==> src/rtl/uart_tx_arbiter.sv <==
// Round-robin, packet-locked arbiter that shares one uart_tx among NUM_REQ byte streams.
// Loads the UART during its idle or last stop-bit cycle so consecutive frames leave no idle bit.
module uart_tx_arbiter #(
  parameter  int NUM_REQ      = 4,
  parameter  int LOCK_TIMEOUT = 0,
  localparam int IDX_W        = $clog2(NUM_REQ)
) (
  input  logic                 clk,
  input  logic                 rst,
  input  logic [NUM_REQ-1:0]   req_valid,
  input  logic [NUM_REQ*8-1:0] req_data,
  input  logic [NUM_REQ-1:0]   req_last,
  output logic [NUM_REQ-1:0]   req_ready,
  output logic                 tx_start,
  output logic [7:0]           tx_din,
  input  logic                 tx_busy,
  input  logic                 tx_ready_flag,
  output logic                 grant_valid,
  output logic [IDX_W-1:0]     grant_idx,
  output logic                 timeout_pulse
);

  localparam logic [0:0] IDLE   = 1'b0;
  localparam logic [0:0] LOCKED = 1'b1;

  logic [0:0]       state;
  logic [IDX_W-1:0] rr_last;
  logic [IDX_W-1:0] next_idx;
  logic [IDX_W-1:0] cand;
  logic             any_valid;
  logic [31:0]      stall_cnt;
  logic             hold_valid;
  logic             load_window;
  logic             stall;
  logic             timeout_hit;

  // NOTE: every signal driven here gets a default first, so no path leaves it unassigned (no latch).
  always_comb begin
    next_idx  = rr_last;
    any_valid = 1'b0;
    cand      = '0;
    for (int k = 1; k <= NUM_REQ; k++) begin
      cand = IDX_W'((32'(rr_last) + 32'(k)) % 32'(NUM_REQ));
      if (!any_valid && req_valid[cand]) begin
        any_valid = 1'b1;
        next_idx  = cand;
      end
    end
  end

  // The UART is never assumed idle: a frame may still be running across our own reset.
  assign load_window = !tx_busy || tx_ready_flag;
  assign hold_valid  = req_valid[grant_idx];
  assign grant_valid = (state == LOCKED);
  assign tx_start    = grant_valid && load_window && hold_valid;
  assign tx_din      = req_data[{grant_idx, 3'b000} +: 8];
  assign req_ready   = tx_start ? (NUM_REQ'(1) << grant_idx) : '0;

  assign stall       = grant_valid && !hold_valid && !tx_busy;
  assign timeout_hit = (LOCK_TIMEOUT > 0) && stall &&
                       (stall_cnt == 32'(LOCK_TIMEOUT - 1));

  // NOTE: sequential state uses non-blocking assignments so every flop samples pre-edge values.
  always_ff @(posedge clk or posedge rst) begin
    if (rst) begin
      state         <= IDLE;
      grant_idx     <= '0;
      rr_last       <= IDX_W'(NUM_REQ - 1);
      stall_cnt     <= '0;
      timeout_pulse <= 1'b0;
    end else begin
      timeout_pulse <= 1'b0;
      case (state)
        IDLE: begin
          stall_cnt <= '0;
          if (any_valid) begin
            grant_idx <= next_idx;
            state     <= LOCKED;
          end
        end
        LOCKED: begin
          if (tx_start) begin
            stall_cnt <= '0;
            if (req_last[grant_idx]) begin
              rr_last <= grant_idx;
              state   <= IDLE;
            end
          end else if (timeout_hit) begin
            // Abandon the partial packet; the holder's remaining bytes re-compete later.
            timeout_pulse <= 1'b1;
            rr_last       <= grant_idx;
            stall_cnt     <= '0;
            state         <= IDLE;
          end else if (stall) begin
            stall_cnt <= stall_cnt + 32'd1;
          end
        end
      endcase
    end
  end

endmodule

==> config.mk <==
export PLATFORM = sky130hd
export DESIGN_NAME = uart_tx_arbiter
export DESIGN_NICKNAME = d
export VERILOG_FILES = /design/src/rtl/uart_tx_arbiter.sv
export SDC_FILE = /design/constraint.sdc
export NUM_CORES = 1
export LEC_CHECK = 0
export BUFFER_PORTS_ARGS = -buffer_cell sky130_fd_sc_hd__buf_2
export CAP_MARGIN = 20
export CORE_ASPECT_RATIO = 0.75
export CORE_MARGIN = 1
export CORE_UTILIZATION = 35
export DETAILED_ROUTE_END_ITERATION = 7
export HOLD_SLACK_MARGIN = 0.05
export PLACE_DENSITY_LB_ADDON = 0.12
export SYNTH_ARGS = -nofsm -noshare
export SYNTH_HDL_FRONTEND = slang
export SYNTH_SLANG_ARGS = --single-unit
==> constraint.sdc <==
create_clock -name clk -period 2.4 [get_ports clk]
set_clock_uncertainty 0.2 [all_clocks]
set_input_delay 0.24 -clock clk [delete_from_list [all_inputs] [get_ports clk]]
set_output_delay 0.24 -clock clk [all_outputs]
set_load 0.005 [all_outputs]
==> results of run 1 <==
==> per-layer routing <==
| layer | vias to the layer above | global-route usage [%] | wire (um) |
|---|---|---|---|
| li1 | 333 | - | - |
| met1 | 339 | 27.3 | 789 |
| met2 | 30 | 30.7 | 942 |
| met3 | 2 | 3.97 | 146 |
| met4 | 0 | 12.9 | 19 |
| met5 | - | 0 | 0 |
==> flip-flops by register name (all words and copies together), names as in the netlist <==
register     cells
grant_idx        2
grant_valid      1
rr_last          2
==> power breakdown <==
part	internal [mW]	switching (mW)	total (mW)	leakage, nW
registers	0.138	0.0870	0.225	0.0539
logic	0.342	0.218	0.560	0.411
clock network	0.0628	0.0342	0.0970	0.0150
==> worst register-to-register path: stages (launching register included) <==
cell and delay, ns:
dfrtp_1 0.53, mux4_2 0.57, nand4_2 0.14, mux2_1 0.33
==> worst paths after layout <==
path	start	end	slack (ns)	cells after the start
hold reg to reg	rr_last[0]$_DFFE_PP1P_	grant_idx[0]$_DFFE_PP0P_	0.38	2
setup / recovery	grant_idx[0]$_DFFE_PP0P_	tx_din[0]	0.28	3
hold / removal	req_valid[3]	grant_idx[1]$_DFFE_PP0P_	0.15	3
max in group asynchronous	rst	rr_last[1]$_DFFE_PP1P_	1.52	3
setup reg to reg	grant_idx[0]$_DFFE_PP0P_	rr_last[0]$_DFFE_PP1P_	0.55	3
min in group asynchronous	rst	grant_idx[0]$_DFFE_PP0P_	0.24	3
==> what timing repair did <==
item	CTS	global route
endpoints found under the hold margin	5	0
setup buffers	0	0
hold buffers	1	0
==> through the flow <==
stage / worst slack [ns] / instances / power [mW] / utilization [%] / hold slack, ns
global route: 0.155 / 136 / 0.952 / 60.9 / 0.173
floorplan: 0.681 / 55 / 0.594 / - / -0.183
detailed placement: 0.509 / 131 / 0.787 / 58.6 / -0.0526
CTS: 0.235 / 136 / 0.890 / 60.9 / 0.142
global placement: 0.529 / 131 / 0.772 / 58.6 / -0.0594
finish: 0.277 / 136 / 0.883 / 60.9 / 0.152
==> layout by cell type, fill, tap and decap left out <==
| cell type | synthesis | final |
|---|---|---|
| clkbuf_4 | 0 | 3 |
| dlygate4sd3_1 | 0 | 1 |
| buf_4 | 1 | 2 |
| nor3b_1 | 1 | 1 |
| o21bai_1 | 1 | 1 |
| mux2_1 | 2 | 2 |
| nand2b_1 | 1 | 1 |
| nor4b_1 | 1 | 1 |
| o31ai_1 | 1 | 1 |
| nor2b_1 | 4 | 4 |
| conb_1 | 1 | 1 |
| o21ba_1 | 1 | 1 |
| dfstp_2 | 2 | 2 |
| nand2_1 | 4 | 4 |
| a21boi_1 | 1 | 1 |
| nand3b_1 | 1 | 1 |
| dfrtp_1 | 3 | 3 |
| a41oi_1 | 1 | 1 |
| mux4_2 | 10 | 10 |
| inv_1 | 2 | 2 |
| nand4_2 | 1 | 1 |
| nand3_1 | 1 | 1 |
| buf_2 | 2 | 59 |
| nor4_1 | 1 | 1 |
| o21ai_0 | 2 | 2 |
| nor3_1 | 1 | 1 |
| o221a_1 | 1 | 1 |
| nor2_1 | 4 | 4 |
| and3_1 | 1 | 1 |
| clkbuf_1 | 1 | 1 |
==> cell type report <==
class                   instances  area, um2
inverters                       2       7.51
repair buffers                 62        320
flip-flops and latches          5        128
fillers                       142        604
multi-input cells              42        434
well taps                      21       26.3
clock buffers                   4       26.3
==> cell families (layout without fill, tap and decap cells) <==
kind of cell	count (synthesis)	count (layout)	synth area share, %
compound gates	8	8	10.3
other cells	1	1	0.619
simple gates	21	21	19.8
flops	5	5	21.1
buf+inv	8	68	7.23
mux	12	12	40.9
==> results.md, run 1 <==
* Status: finished clean
* Cell accounting for the most synthesized area: mux4_2
* Design Area, Final at 942 um2
* H-tree depth at 1
* Routed Antenna Nets at 0
* Highest clock rate at 0.471 GHz
* Yosys reg bits at 5
* LEAKAGE at 0.480 nW
* Die Ht at 38.0 um
* Max incr delay on CP at 0.53 ns
* Io pins at 61
* Period utilization at 88.5%
* Worst Path Arrival at 1.68 ns
* Max_cap viols at 0
* Share of the synthesized area in the top cell type at 37.2%
* Number of diodes at 0
* Post-synthesis sequential area ratio at 21.1%
* Global-route wire length before repair at 2.70 mm
* Cell area power density at 937 nW/um2
* Via-per-instance ratio at 5.18
* Port Buf Inserts at 59
* Die area at 1900 um2
* Final Critical Period at 2.12 ns
* 1st-pass router iterations at 4
* Slew margin rel. at 60.6%
* Total vias in the final route at 704
* Synthesized area per cell at 11.0 um2
* Yosys cell types at 30
* Number of global-route vias before repair at 565
* CP required at 1.96 ns
* Final nets at 160
* GRT Util Overall at 20.4%
* Buffer levels on the longest clock path at 2
* Post-Synthesis Cells at 55
* CP max-delay cell: dfrtp_1
* Layout area overhead at 55.6%
* RSZ-0062 raised after global routing: false
* Area of the core at 1550 um2
* Antenna violations before repair at 0
* Post-Syn Area at 606 um2
* Leading register cell type out of synthesis: dfrtp_1
* Top cells by area, synth: mux4_2, dfrtp_1, dfstp_2
* Final Max Tran Viols at 0
* Share of layout cells above drive strength 1 at 67.0%
* Synth top cells by count: mux4_2, nand2_1, nor2_1, nor2b_1, dfrtp_1
* Detailed Place HPWL at 1.55 mm
* CP Capture Type: output port
* Clock root cell: clkbuf_4
* TritonCTS clock tree: done
* Post-Place Cell Area at 906 um2
* Clock Latency Late Sink at 0.24 ns
* Crit-path cells: buf_4, mux4_2, buf_2
* CP bufs+invs at 2
* Clock sinks at 5
* Worst setup SP type: register
* Setup Crit Path Kind: reg -> out
* Clock Pin Slew Worst Setup and Hold Paths at 0.05 ns
* Count leader, synth: mux4_2
* Final wirelength at 1.90 mm
* DR WL/cell at 13.9 um
* Die X at 50.0 um
* Largest net degree at the start of global routing at 12
* Max FO, Critical Path at 10
* Final hold viol count at 0
* Synth warn at 0
* Number of synthesized flops with an enable pin at 0
* Ys async rst share at 100%
* Delay-heaviest family, CP: flip-flops
* GR Overflow Total at 0
* Routability cong. at 0.730
* Mapped Nets at 99
* Num CTS Buffers at 3
* Post-cts resize count at 0
* Actual slew at the worst max-slew pin at 0.585 ns
* DRC viols at 0
* Setup_tns at 0 ns
* HP Class: in -> reg
* Iter 0 DRT Violations at 12
* Initial Util at 39.2%
* Max IR drop VDD at 0.464 mV
* Num rows at 12
* Endpoints failing setup at 0
Note: power is estimated with default switching activity, not from simulation.
==> run 2, diff against run 1 <==
--- a/config.mk
+++ b/config.mk
@@ -8,7 +8,7 @@
 export BUFFER_PORTS_ARGS = -buffer_cell sky130_fd_sc_hd__buf_2
 export CAP_MARGIN = 20
 export CORE_ASPECT_RATIO = 0.75
-export CORE_MARGIN = 1
+export CORE_MARGIN = 2
 export CORE_UTILIZATION = 35
 export DETAILED_ROUTE_END_ITERATION = 7
 export HOLD_SLACK_MARGIN = 0.05
==> results.md, run 2 (synthesized netlist as in run 1, its figures left out) <==
* Setup_tns at 0 ns
* Post-cts resize count at 0
* Worst reg2reg path depth at 3
* Core Util, Final at 60.9%
* Worst Path Arrival at 1.76 ns
* Routed wl met2 at 953 um
* Iter 0 DRT Violations at 4
* Multi-input gate area at 434 um2
* Io pins at 61
* Final worst slack at 0.198 ns
* Clock Latency Late Sink at 0.24 ns
* Routed Antenna Nets at 0
* Largest net degree at the start of global routing at 11
* Reg area at 128 um2
* Met1 WL at 745 um
* Total vias in the final route at 688
* Die area at 2080 um2
* WL met3 at 171 um
* Critical path depth at 3
* Highest clock rate at 0.454 GHz
* GRT Util Overall at 18.2%
* Hold_buf cts at 1
* Buffer levels on the longest clock path at 2
* Most frequent cells in the layout: buf_2, mux4_2, nor2b_1, nor2_1, nand2_1
* Number of diodes at 0
* Global-route wire length before repair at 2.66 mm
* Clock root cell: clkbuf_4
* Critical Path Source: grant_idx[0]$_DFFE_PP0P_
* CP endpoint: tx_start
* Hold Path Cell Cnt at 3
* Commonest non-fill, non-tap cell in the layout: buf_2
* Max incr delay on CP at 0.62 ns
* Fill cells at 146
* Actual slew at the worst max-slew pin at 0.622 ns
* Status: finished clean
* Period utilization at 91.7%
* LEAKAGE at 0.480 nW
* DR WL/cell at 13.9 um
* Share of layout cells above drive strength 1 at 67.0%
* 1st-pass router iterations at 4
* Area of the core at 1550 um2
* H-tree depth at 1
* CP required at 1.96 ns
* Max FO, Critical Path at 9
* DRC viols at 0
* Final hold viol count at 0
* Antenna violations before repair at 0
* CP Capture Type: output port
* Clock Pin Slew Worst Setup and Hold Paths at 0.05 ns
* Reg2Reg Capture Point: rr_last[0]$_DFFE_PP1P_
* Max IR drop VDD at 0.438 mV
* Routability cong. at 0.748
* Cell area power density at 930 nW/um2
* Num rows at 12
* Die X at 52.0 um
* Layout area overhead at 55.6%
* Port Buf Inserts at 59
* Final wirelength at 1.88 mm
* Flop-to-flop setup slack at 0.44 ns
* HP Class: in -> reg
* TritonCTS clock tree: done
* Initial Util at 39.2%
* Setup Fix Bufs, Post-CTS at 0
* Detailed Place HPWL at 1.56 mm
* Reg-to-Reg Start: grant_idx[0]$_DFFE_PP0P_
* Slew margin rel. at 58.2%
* CP bufs+invs at 1
* GR Overflow Total at 0
* Max_cap viols at 0
* RSZ-0062 raised after global routing: false
* CP max-delay cell: dfrtp_1
* Final nets at 160
* Worst setup SP type: register
* Via-per-instance ratio at 5.06
* Top Layer Used: met4
* Clock sinks at 5
* Crit-path cells: mux4_2, and3_1, buf_2
* Num CTS Buffers at 3
* Number of global-route vias before repair at 619
* Pre-CTS setup slack at 0.416 ns
* Delay-heaviest family, CP: flip-flops
* Die Ht at 40.0 um
* Final Max Tran Viols at 0
* Final Critical Period at 2.20 ns
* Endpoints failing setup at 0
* Setup Crit Path Kind: reg -> out
-- run 2: worst min path at each step --
stage	to	slack, ns	from
floorplan	grant_idx[0]$_DFFE_PP0P_	-0.18	rst
global placement	grant_valid$_DFF_PP0_	-0.06	rst
detailed placement	grant_valid$_DFF_PP0_	-0.06	rst
CTS	grant_idx[1]$_DFFE_PP0P_	0.15	req_valid[3]
global route	grant_idx[1]$_DFFE_PP0P_	0.16	req_valid[3]
finish	grant_idx[1]$_DFFE_PP0P_	0.15	req_valid[3]
-- run 2: worst min-delay path, stage by stage --
cell and delay [ns]:
buf_2 0.14, nor2_1 0.10, o31ai_1 0.07
-- run 2: cell type report --
type	instances	share of cell area, %
clock buffers	4	2.79
inverters	2	0.797
multi-input cells	42	46.1
flip-flops and latches	5	13.5
well taps	21	2.79
repair buffers	62	34.0
-- run 2: power by group --
group | total, mW | internal (mW) | switching (mW)
Clock | 0.0973 | 0.0629 | 0.0344
Sequential | 0.234 | 0.138 | 0.0963
Combinational | 0.545 | 0.342 | 0.203
Total | 0.876 | 0.543 | 0.334
-- run 2: metrics by stage --
step	instance area [um2]	total power [mW]	hold WS, ns	cells
floorplan	606	0.594	-0.183	55
global placement	906	0.770	-0.0591	131
detailed placement	906	0.787	-0.0577	131
CTS	942	0.887	0.147	136
global route	942	0.958	0.161	136
finish	942	0.876	0.152	136
-- run 2: layer usage --
layer / up-vias / global-route usage, %
li1: 331 / -
met1: 320 / 21.8
met2: 35 / 32.0
met3: 2 / 5.60
met4: 0 / 5.92
met5: - / 0
